==> src/rtl/mkio_pkg.sv <==
// Shared definitions for the MKIO bus-controller block.
//   state_e    : controller FSM states
//   Err*       : result codes reported on the error output
//   Cmd*/Sts*  : command and status word field positions
//   wc_decode  : word-count field to word count (0 encodes 32)
//   build_cmd  : packs the command word fields
package mkio_pkg;

   typedef enum logic [2:0] {
      StIdle,
      StCmd,
      StWaitCmd,
      StData,
      StWaitData,
      StResp,
      StRxd,
      StFin
   } state_e;

   localparam logic [2:0] ErrOk     = 3'd0;
   localparam logic [2:0] ErrNoResp = 3'd1;
   localparam logic [2:0] ErrParity = 3'd2;
   localparam logic [2:0] ErrAddr   = 3'd3;
   localparam logic [2:0] ErrSync   = 3'd4;
   localparam logic [2:0] ErrShort  = 3'd5;
   localparam logic [2:0] ErrMsg    = 3'd6;

   localparam int unsigned CmdRtMsb     = 15;
   localparam int unsigned CmdRtLsb     = 11;
   localparam int unsigned CmdTrBit     = 10;
   localparam int unsigned CmdSaMsb     = 9;
   localparam int unsigned CmdSaLsb     = 5;
   localparam int unsigned CmdWcMsb     = 4;
   localparam int unsigned CmdWcLsb     = 0;
   localparam int unsigned StsMsgErrBit = 10;

   function automatic logic [5:0] wc_decode(input logic [4:0] wc);
      return (wc == 5'd0) ? 6'd32 : {1'b0, wc};
   endfunction

   function automatic logic [15:0] build_cmd(input logic [4:0] rt, input logic tr,
                                             input logic [4:0] sa, input logic [4:0] wc);
      logic [15:0] w;
      w = '0;
      w[CmdRtMsb:CmdRtLsb] = rt;
      w[CmdTrBit]          = tr;
      w[CmdSaMsb:CmdSaLsb] = sa;
      w[CmdWcMsb:CmdWcLsb] = wc;
      return w;
   endfunction

endpackage

==> src/rtl/mkio_word_buffer.sv <==
// Word buffer with one write port and one registered read port.
//   clk_i   : clock
//   reset_i : synchronous active-high reset (clears the read register only)
//   we_i    : write strobe
//   waddr_i : write index
//   wdata_i : write data
//   raddr_i : read index
//   rdata_o : mem[raddr_i] one cycle after raddr_i
module mkio_word_buffer #(
   parameter int unsigned Depth = 32,
   parameter int unsigned Width = 16,
   parameter int unsigned AddrW = $clog2(Depth)
) (
   input  logic             clk_i,
   input  logic             reset_i,
   input  logic             we_i,
   input  logic [AddrW-1:0] waddr_i,
   input  logic [Width-1:0] wdata_i,
   input  logic [AddrW-1:0] raddr_i,
   output logic [Width-1:0] rdata_o
);

   logic [Width-1:0] mem_q [Depth];
   logic [Width-1:0] rdata_q;

   // Storage is intentionally not reset.
   always_ff @(posedge clk_i) begin
      if (we_i) begin
         mem_q[waddr_i] <= wdata_i;
      end
   end

   always_ff @(posedge clk_i) begin
      if (reset_i) begin
         rdata_q <= '0;
      end else begin
         rdata_q <= mem_q[raddr_i];
      end
   end

   assign rdata_o = rdata_q;

endmodule

==> src/rtl/mkio_bc_control.sv <==
// MKIO bus-controller message sequencer.
// Sends a command word, then (BC->RT) the data words from the TX buffer, then waits for
// the RT status word; for RT->BC it then collects the returned data words into the RX
// buffer. Reports a result code and a one-cycle done pulse.
//   clk, reset            : fast clock, synchronous active-high reset
//   start, rt_addr, tr,
//   subaddr, word_count   : message request, latched when idle
//   wr_en/wr_addr/wr_data : host writes into the TX buffer (ignored while busy)
//   rd_addr/rd_data       : host reads from the RX buffer, one cycle latency
//   tx_ready/tx_data/
//   tx_cd/tx_busy         : handshake with the transmitter
//   rx_done/rx_data/
//   rx_cd/p_error         : received words from the receiver
//   busy/done/status/error: message state and result
module mkio_bc_control
   import mkio_pkg::*;
#(
   parameter int unsigned RESP_TIMEOUT = 448
) (
   input  logic        clk,
   input  logic        reset,
   input  logic        start,
   input  logic [4:0]  rt_addr,
   input  logic        tr,
   input  logic [4:0]  subaddr,
   input  logic [4:0]  word_count,
   input  logic        wr_en,
   input  logic [4:0]  wr_addr,
   input  logic [15:0] wr_data,
   input  logic [4:0]  rd_addr,
   output logic [15:0] rd_data,
   output logic        tx_ready,
   output logic [15:0] tx_data,
   output logic        tx_cd,
   input  logic        tx_busy,
   input  logic        rx_done,
   input  logic [15:0] rx_data,
   input  logic        rx_cd,
   input  logic        p_error,
   output logic        busy,
   output logic        done,
   output logic [15:0] status,
   output logic [2:0]  error
);

   localparam int unsigned TimerW = $clog2(RESP_TIMEOUT + 1);
   localparam logic [TimerW-1:0] TimerLast = TimerW'(RESP_TIMEOUT - 1);

   state_e            state_q;
   logic [4:0]        rt_q;
   logic              tr_q;
   logic [4:0]        sa_q;
   logic [4:0]        wc_q;
   logic [5:0]        n_words_q;
   logic [5:0]        idx_q;
   logic [TimerW-1:0] timer_q;
   logic              seen_busy_q;
   logic              tx_ready_q;
   logic [15:0]       tx_data_q;
   logic              tx_cd_q;
   logic              busy_q;
   logic              done_q;
   logic [15:0]       status_q;
   logic [2:0]        error_q;

   logic [15:0]       tx_buf_rdata;
   logic              tx_buf_we;
   logic              rx_buf_we;
   logic [2:0]        resp_err;
   logic [2:0]        rxd_err;

   assign tx_buf_we = wr_en & ~busy_q;

   // idx_q walks the TX buffer while sending and the RX buffer while receiving.
   mkio_word_buffer #(
      .Depth(32),
      .Width(16)
   ) u_tx_buf (
      .clk_i  (clk),
      .reset_i(reset),
      .we_i   (tx_buf_we),
      .waddr_i(wr_addr),
      .wdata_i(wr_data),
      .raddr_i(idx_q[4:0]),
      .rdata_o(tx_buf_rdata)
   );

   mkio_word_buffer #(
      .Depth(32),
      .Width(16)
   ) u_rx_buf (
      .clk_i  (clk),
      .reset_i(reset),
      .we_i   (rx_buf_we),
      .waddr_i(idx_q[4:0]),
      .wdata_i(rx_data),
      .raddr_i(rd_addr),
      .rdata_o(rd_data)
   );

   // Result of a word arriving in RESP / RXD; parity outranks sync outranks address.
   always_comb begin
      resp_err = ErrOk;
      if (p_error) begin
         resp_err = ErrParity;
      end else if (!rx_cd) begin
         resp_err = ErrSync;
      end else if (rx_data[CmdRtMsb:CmdRtLsb] != rt_q) begin
         resp_err = ErrAddr;
      end else if (tr_q && rx_data[StsMsgErrBit]) begin
         resp_err = ErrMsg;
      end
   end

   always_comb begin
      rxd_err = ErrOk;
      if (p_error) begin
         rxd_err = ErrParity;
      end else if (rx_cd) begin
         rxd_err = ErrSync;
      end
   end

   assign rx_buf_we = (state_q == StRxd) && rx_done && (rxd_err == ErrOk);

   always_ff @(posedge clk) begin
      if (reset) begin
         state_q     <= StIdle;
         rt_q        <= '0;
         tr_q        <= 1'b0;
         sa_q        <= '0;
         wc_q        <= '0;
         n_words_q   <= '0;
         idx_q       <= '0;
         timer_q     <= '0;
         seen_busy_q <= 1'b0;
         tx_ready_q  <= 1'b0;
         tx_data_q   <= '0;
         tx_cd_q     <= 1'b0;
         busy_q      <= 1'b0;
         done_q      <= 1'b0;
         status_q    <= '0;
         error_q     <= ErrOk;
      end else begin
         done_q <= 1'b0;
         unique case (state_q)
            StIdle: begin
               if (start) begin
                  rt_q      <= rt_addr;
                  tr_q      <= tr;
                  sa_q      <= subaddr;
                  wc_q      <= word_count;
                  n_words_q <= wc_decode(word_count);
                  idx_q     <= '0;
                  busy_q    <= 1'b1;
                  error_q   <= ErrOk;
                  state_q   <= StCmd;
               end
            end
            StCmd: begin
               tx_ready_q  <= 1'b1;
               tx_data_q   <= build_cmd(rt_q, tr_q, sa_q, wc_q);
               tx_cd_q     <= 1'b1;
               seen_busy_q <= 1'b0;
               state_q     <= StWaitCmd;
            end
            StWaitCmd: begin
               // Request stays up until the half-rate transmitter acknowledges it.
               if (!seen_busy_q) begin
                  if (tx_busy) begin
                     tx_ready_q  <= 1'b0;
                     seen_busy_q <= 1'b1;
                  end
               end else if (!tx_busy) begin
                  timer_q <= '0;
                  state_q <= tr_q ? StResp : StData;
               end
            end
            StData: begin
               tx_ready_q  <= 1'b1;
               tx_data_q   <= tx_buf_rdata;
               tx_cd_q     <= 1'b0;
               seen_busy_q <= 1'b0;
               state_q     <= StWaitData;
            end
            StWaitData: begin
               // Advancing idx on acknowledge gives the buffer read time to settle.
               if (!seen_busy_q) begin
                  if (tx_busy) begin
                     tx_ready_q  <= 1'b0;
                     seen_busy_q <= 1'b1;
                     idx_q       <= idx_q + 6'd1;
                  end
               end else if (!tx_busy) begin
                  if (idx_q == n_words_q) begin
                     timer_q <= '0;
                     state_q <= StResp;
                  end else begin
                     state_q <= StData;
                  end
               end
            end
            StResp: begin
               if (rx_done) begin
                  status_q <= rx_data;
                  if ((resp_err != ErrOk) || !tr_q) begin
                     error_q <= resp_err;
                     done_q  <= 1'b1;
                     state_q <= StFin;
                  end else begin
                     idx_q   <= '0;
                     timer_q <= '0;
                     state_q <= StRxd;
                  end
               end else if (timer_q == TimerLast) begin
                  error_q <= ErrNoResp;
                  done_q  <= 1'b1;
                  state_q <= StFin;
               end else begin
                  timer_q <= timer_q + 1'b1;
               end
            end
            StRxd: begin
               if (rx_done) begin
                  if (rxd_err != ErrOk) begin
                     error_q <= rxd_err;
                     done_q  <= 1'b1;
                     state_q <= StFin;
                  end else begin
                     timer_q <= '0;
                     idx_q   <= idx_q + 6'd1;
                     if ((idx_q + 6'd1) == n_words_q) begin
                        error_q <= ErrOk;
                        done_q  <= 1'b1;
                        state_q <= StFin;
                     end
                  end
               end else if (timer_q == TimerLast) begin
                  error_q <= ErrShort;
                  done_q  <= 1'b1;
                  state_q <= StFin;
               end else begin
                  timer_q <= timer_q + 1'b1;
               end
            end
            StFin: begin
               busy_q  <= 1'b0;
               state_q <= StIdle;
            end
            default: begin
               state_q <= StIdle;
            end
         endcase
      end
   end

   assign tx_ready = tx_ready_q;
   assign tx_data  = tx_data_q;
   assign tx_cd    = tx_cd_q;
   assign busy     = busy_q;
   assign done     = done_q;
   assign status   = status_q;
   assign error    = error_q;

endmodule

==> config.mk <==
export PLATFORM = sky130hd
export DESIGN_NAME = mkio_bc_control
export DESIGN_NICKNAME = d
export VERILOG_FILES = /design/src/rtl/mkio_pkg.sv /design/src/rtl/mkio_word_buffer.sv /design/src/rtl/mkio_bc_control.sv
export SDC_FILE = /design/constraint.sdc
export NUM_CORES = 1
export LEC_CHECK = 0
export CAP_MARGIN = 20
export CORE_UTILIZATION = 55
export CTS_CLUSTER_DIAMETER = 120
export CTS_CLUSTER_SIZE = 14
export DETAILED_ROUTE_END_ITERATION = 7
export PLACE_DENSITY_LB_ADDON = 0.2
export SYNTH_ARGS = -nofsm -noshare
export SYNTH_HDL_FRONTEND = slang
export SYNTH_SLANG_ARGS = --single-unit
==> constraint.sdc <==
create_clock -name clk -period 3.2 [get_ports clk]
set_clock_uncertainty 0.15 [all_clocks]
set_input_delay 0.32 -clock clk [delete_from_list [all_inputs] [get_ports clk]]
set_output_delay 0.32 -clock clk [all_outputs]
set_load 0.03 [all_outputs]
==> metrics.txt <==
status=finished clean; RSZ-0062 raised after global routing=no; crit-path cells=buf_12 > buf_12 > mux4_2 > a22o_1 > a221oi_1 > a31oi_1; Synth cell types=62; Buffers on Ports=120; simple-gate share of the synthesized area=3.13%; Worst Max-Slew Pin Slew=1.03 ns; Synth Register Bits=1,136; Yosys Warn Count=0; Max-Cap Viols=0; PwrDens=576 nW/um^2; first-pass GRT wire length=147,000 um; synth cell count leaders=edfxtp_1, mux4_2, nor2_1; Avg Vias per Cell=6.23; Seq/Total Area, Yosys=76.1%; Max H-tree Level=3; CP Data Arrival Time=3.26 ns; die area=80,000 sq um; setup bufs post-CTS=0; min Tclk post-route=2.92 ns; final WL=100,000 um; core region area=77,700 sq um; fraction of layout cells with a size suffix above 1=23.3%; Final Non-Filler Cells=3,493; Chip Width=283 um; antenna viol nets, final=0; setup TNS=0 ns; Slew Limit Fails=0; crit path kind=flop to flop; CP max stage cell=dfxtp_4; Primary FF master, synth=edfxtp_1; Longest Clk Path Bufs=3; fraction of registers with async set/reset=0%; initial antenna violation count=0; I/O pins=121; nets=2,445; Fin. Hold Viols=0; mux cell area share after synthesis=15.7%; post-synth top area cell=edfxtp_1; syn nets=2,187; pin count of the biggest net entering global routing=110; crit start category=flop; Setup crit end kind=flop; Cells after Synth=2,116; Highest Clock Rate=0.342 GHz; Post-Syn Area=43,400 sq um; syn_area_per_cell=20.5 sq um; Tightest Hold Check Type=input pin to flop; Final period util=91.4%; relative slew slack=31.0%; PostCTS Resize Cnt=0; GP Congestion=0.843; most frequent CP cell=buf_12; Area Growth Syn to Fin=14.3%; complex-gate fraction of the synthesized area=3.43%; vias in the first global route=22.0k; clk_lat worst skew=0.64 ns; worst-case vdd ir drop=0.530 mV; Post-synth EDFFs=1,024; drt wl/cell=28.7 um; Detail Placement HPWL=63,200 um; Final setup viols=0; leakage power total=15.4 nW; dpl cells=3,319; chip height=283 um; CTS tree=yes; drt first pass iters=8; top-count cell post-synth=edfxtp_1; CP peak stage delay=0.58 ns; cts bufs inserted=91; total congestion overflow=0; adder-cell area share of the yosys netlist=0.144%; DR iter-0 viols=2,252; starting density of the core=55.8%; post-cts hold buffer count=0; post-synth top area share=70.9%; global-route usage over all layers=25.7%; Root Driver=clkbuf_16; DRC=0; worst-path fanout max=24; Clock transition at path regs=0.07 ns; FP Rows=102; vias post-DR=21.8k; top post-synthesis cells by area=edfxtp_1, mux4_2, dfxtp_1, nor2_1, nand2_1; Synth Area in XOR/XNOR=0.303%; largest family of logic cells by synthesized area=multiplexers; Worst Path Required=3.54 ns; Sink Count=1,136
## placed cells by master (no fill, tap or decap), types with 7 or more instances in the layout
master,instances
a22oi_1,35
buf_12,19
clkdlybuf4s50_1,115
a21oi_1,54
mux4_2,288
a22o_1,16
buf_4,140
clkbuf_1,72
nor2_1,125
xnor2_1,8
clkbuf_16,93
a31oi_1,21
inv_1,7
nand2_1,105
a211oi_1,21
edfxtp_1,1024
o21ai_0,14
mux2i_1,33
nand3_1,14
dfxtp_1,109
a221oi_1,16
nor3_1,7
xor2_1,7
## metrics by stage
step / hold slack (ns) / total power, mW / utilization (%) / cell area, sq um / setup slack [ns]
2_1_floorplan: 0.269 / 17.6 / - / 43400 / 0.209
3_3_place_gp: 0.294 / 18.4 / 60.2 / 46800 / 0.208
3_5_place_dp: 0.296 / 18.4 / 60.2 / 46800 / 0.215
4_1_cts: 0.0383 / 28.7 / 63.7 / 49500 / 0.212
5_1_grt: 0.0619 / 29.4 / 63.7 / 49500 / 0.160
6_report: 0.0627 / 28.6 / 63.8 / 49500 / 0.276
## cell type report
| class | instances | area [sq um] |
|---|---|---|
| multi-input cells | 858 | 9880 |
| diodes | 1 | 2.50 |
| well taps | 1040 | 1300 |
| clock buffers | 165 | 2600 |
| fillers | 5189 | 28200 |
| repair buffers | 279 | 2660 |
| inverters | 8 | 30.0 |
| clock inverters | 6 | 71.3 |
| flip-flops and latches | 1136 | 33000 |
## final timing paths
check	start	cells past startpoint	slack, ns	endpoint
hold reg to reg	wc_q[1]$_SDFFE_PP0P_	2	0.31	wc_q[1]$_SDFFE_PP0P_
setup reg to reg	idx_q[0]$_SDFFE_PP0P_	6	0.28	u_tx_buf.rdata_o[5]$_SDFF_PP0_
hold / removal	reset	4	0.06	idx_q[4]$_SDFFE_PP0P_
setup / recovery	idx_q[0]$_SDFFE_PP0P_	6	0.28	u_tx_buf.rdata_o[5]$_SDFF_PP0_
## critical path: cells and delay by family, from the launching register on
kind                   cells  cell delay [ns]
DFF                        1             0.58
AOI/OAI and AO/OA          3             0.99
buffers and inverters      2             0.51
muxes                      1             0.50
## metal layers
layer | part of all wire (%) | GRT usage, %
met3 | 6.7 | 4.10
met2 | 50 | 41.9
met1 | 41 | 35.9
met4 | 3.0 | 8.21
met5 | 0 | 0
## report_power, final
part | switching [mW] | total [mW] | internal [mW] | leakage, nW
sequential | 0.0944 | 16.4 | 16.3 | 10.1
combinational | 1.07 | 1.73 | 0.662 | 3.97
clock | 4.94 | 10.4 | 5.50 | 1.27
## flip-flops by register name, indices dropped and copies added (netlist names)
name              count
tx_cd                 1
wc_q                  5
state_q               3
idx_q                 6
tx_ready              1
u_tx_buf.rdata_o     16
tr_q                  1
seen_busy_q           1
timer_q               9
u_rx_buf.mem_q      512
u_rx_buf.rdata_o     16
status               16
tx_data              16
sa_q                  5
busy                  1
done                  1
error                 3
rt_q                  5
n_words_q             6
u_tx_buf.mem_q      512
## cells by family after synthesis
kind of cell / Yosys count
AOI/OAI and AO/OA: 213
muxes: 321
DFF: 1136
buffers and inverters: 122
and+or+nand+nor: 304
xor gates and xnor gates: 15
adders and majority gates: 5
Note: power is estimated with default switching activity, not from simulation.
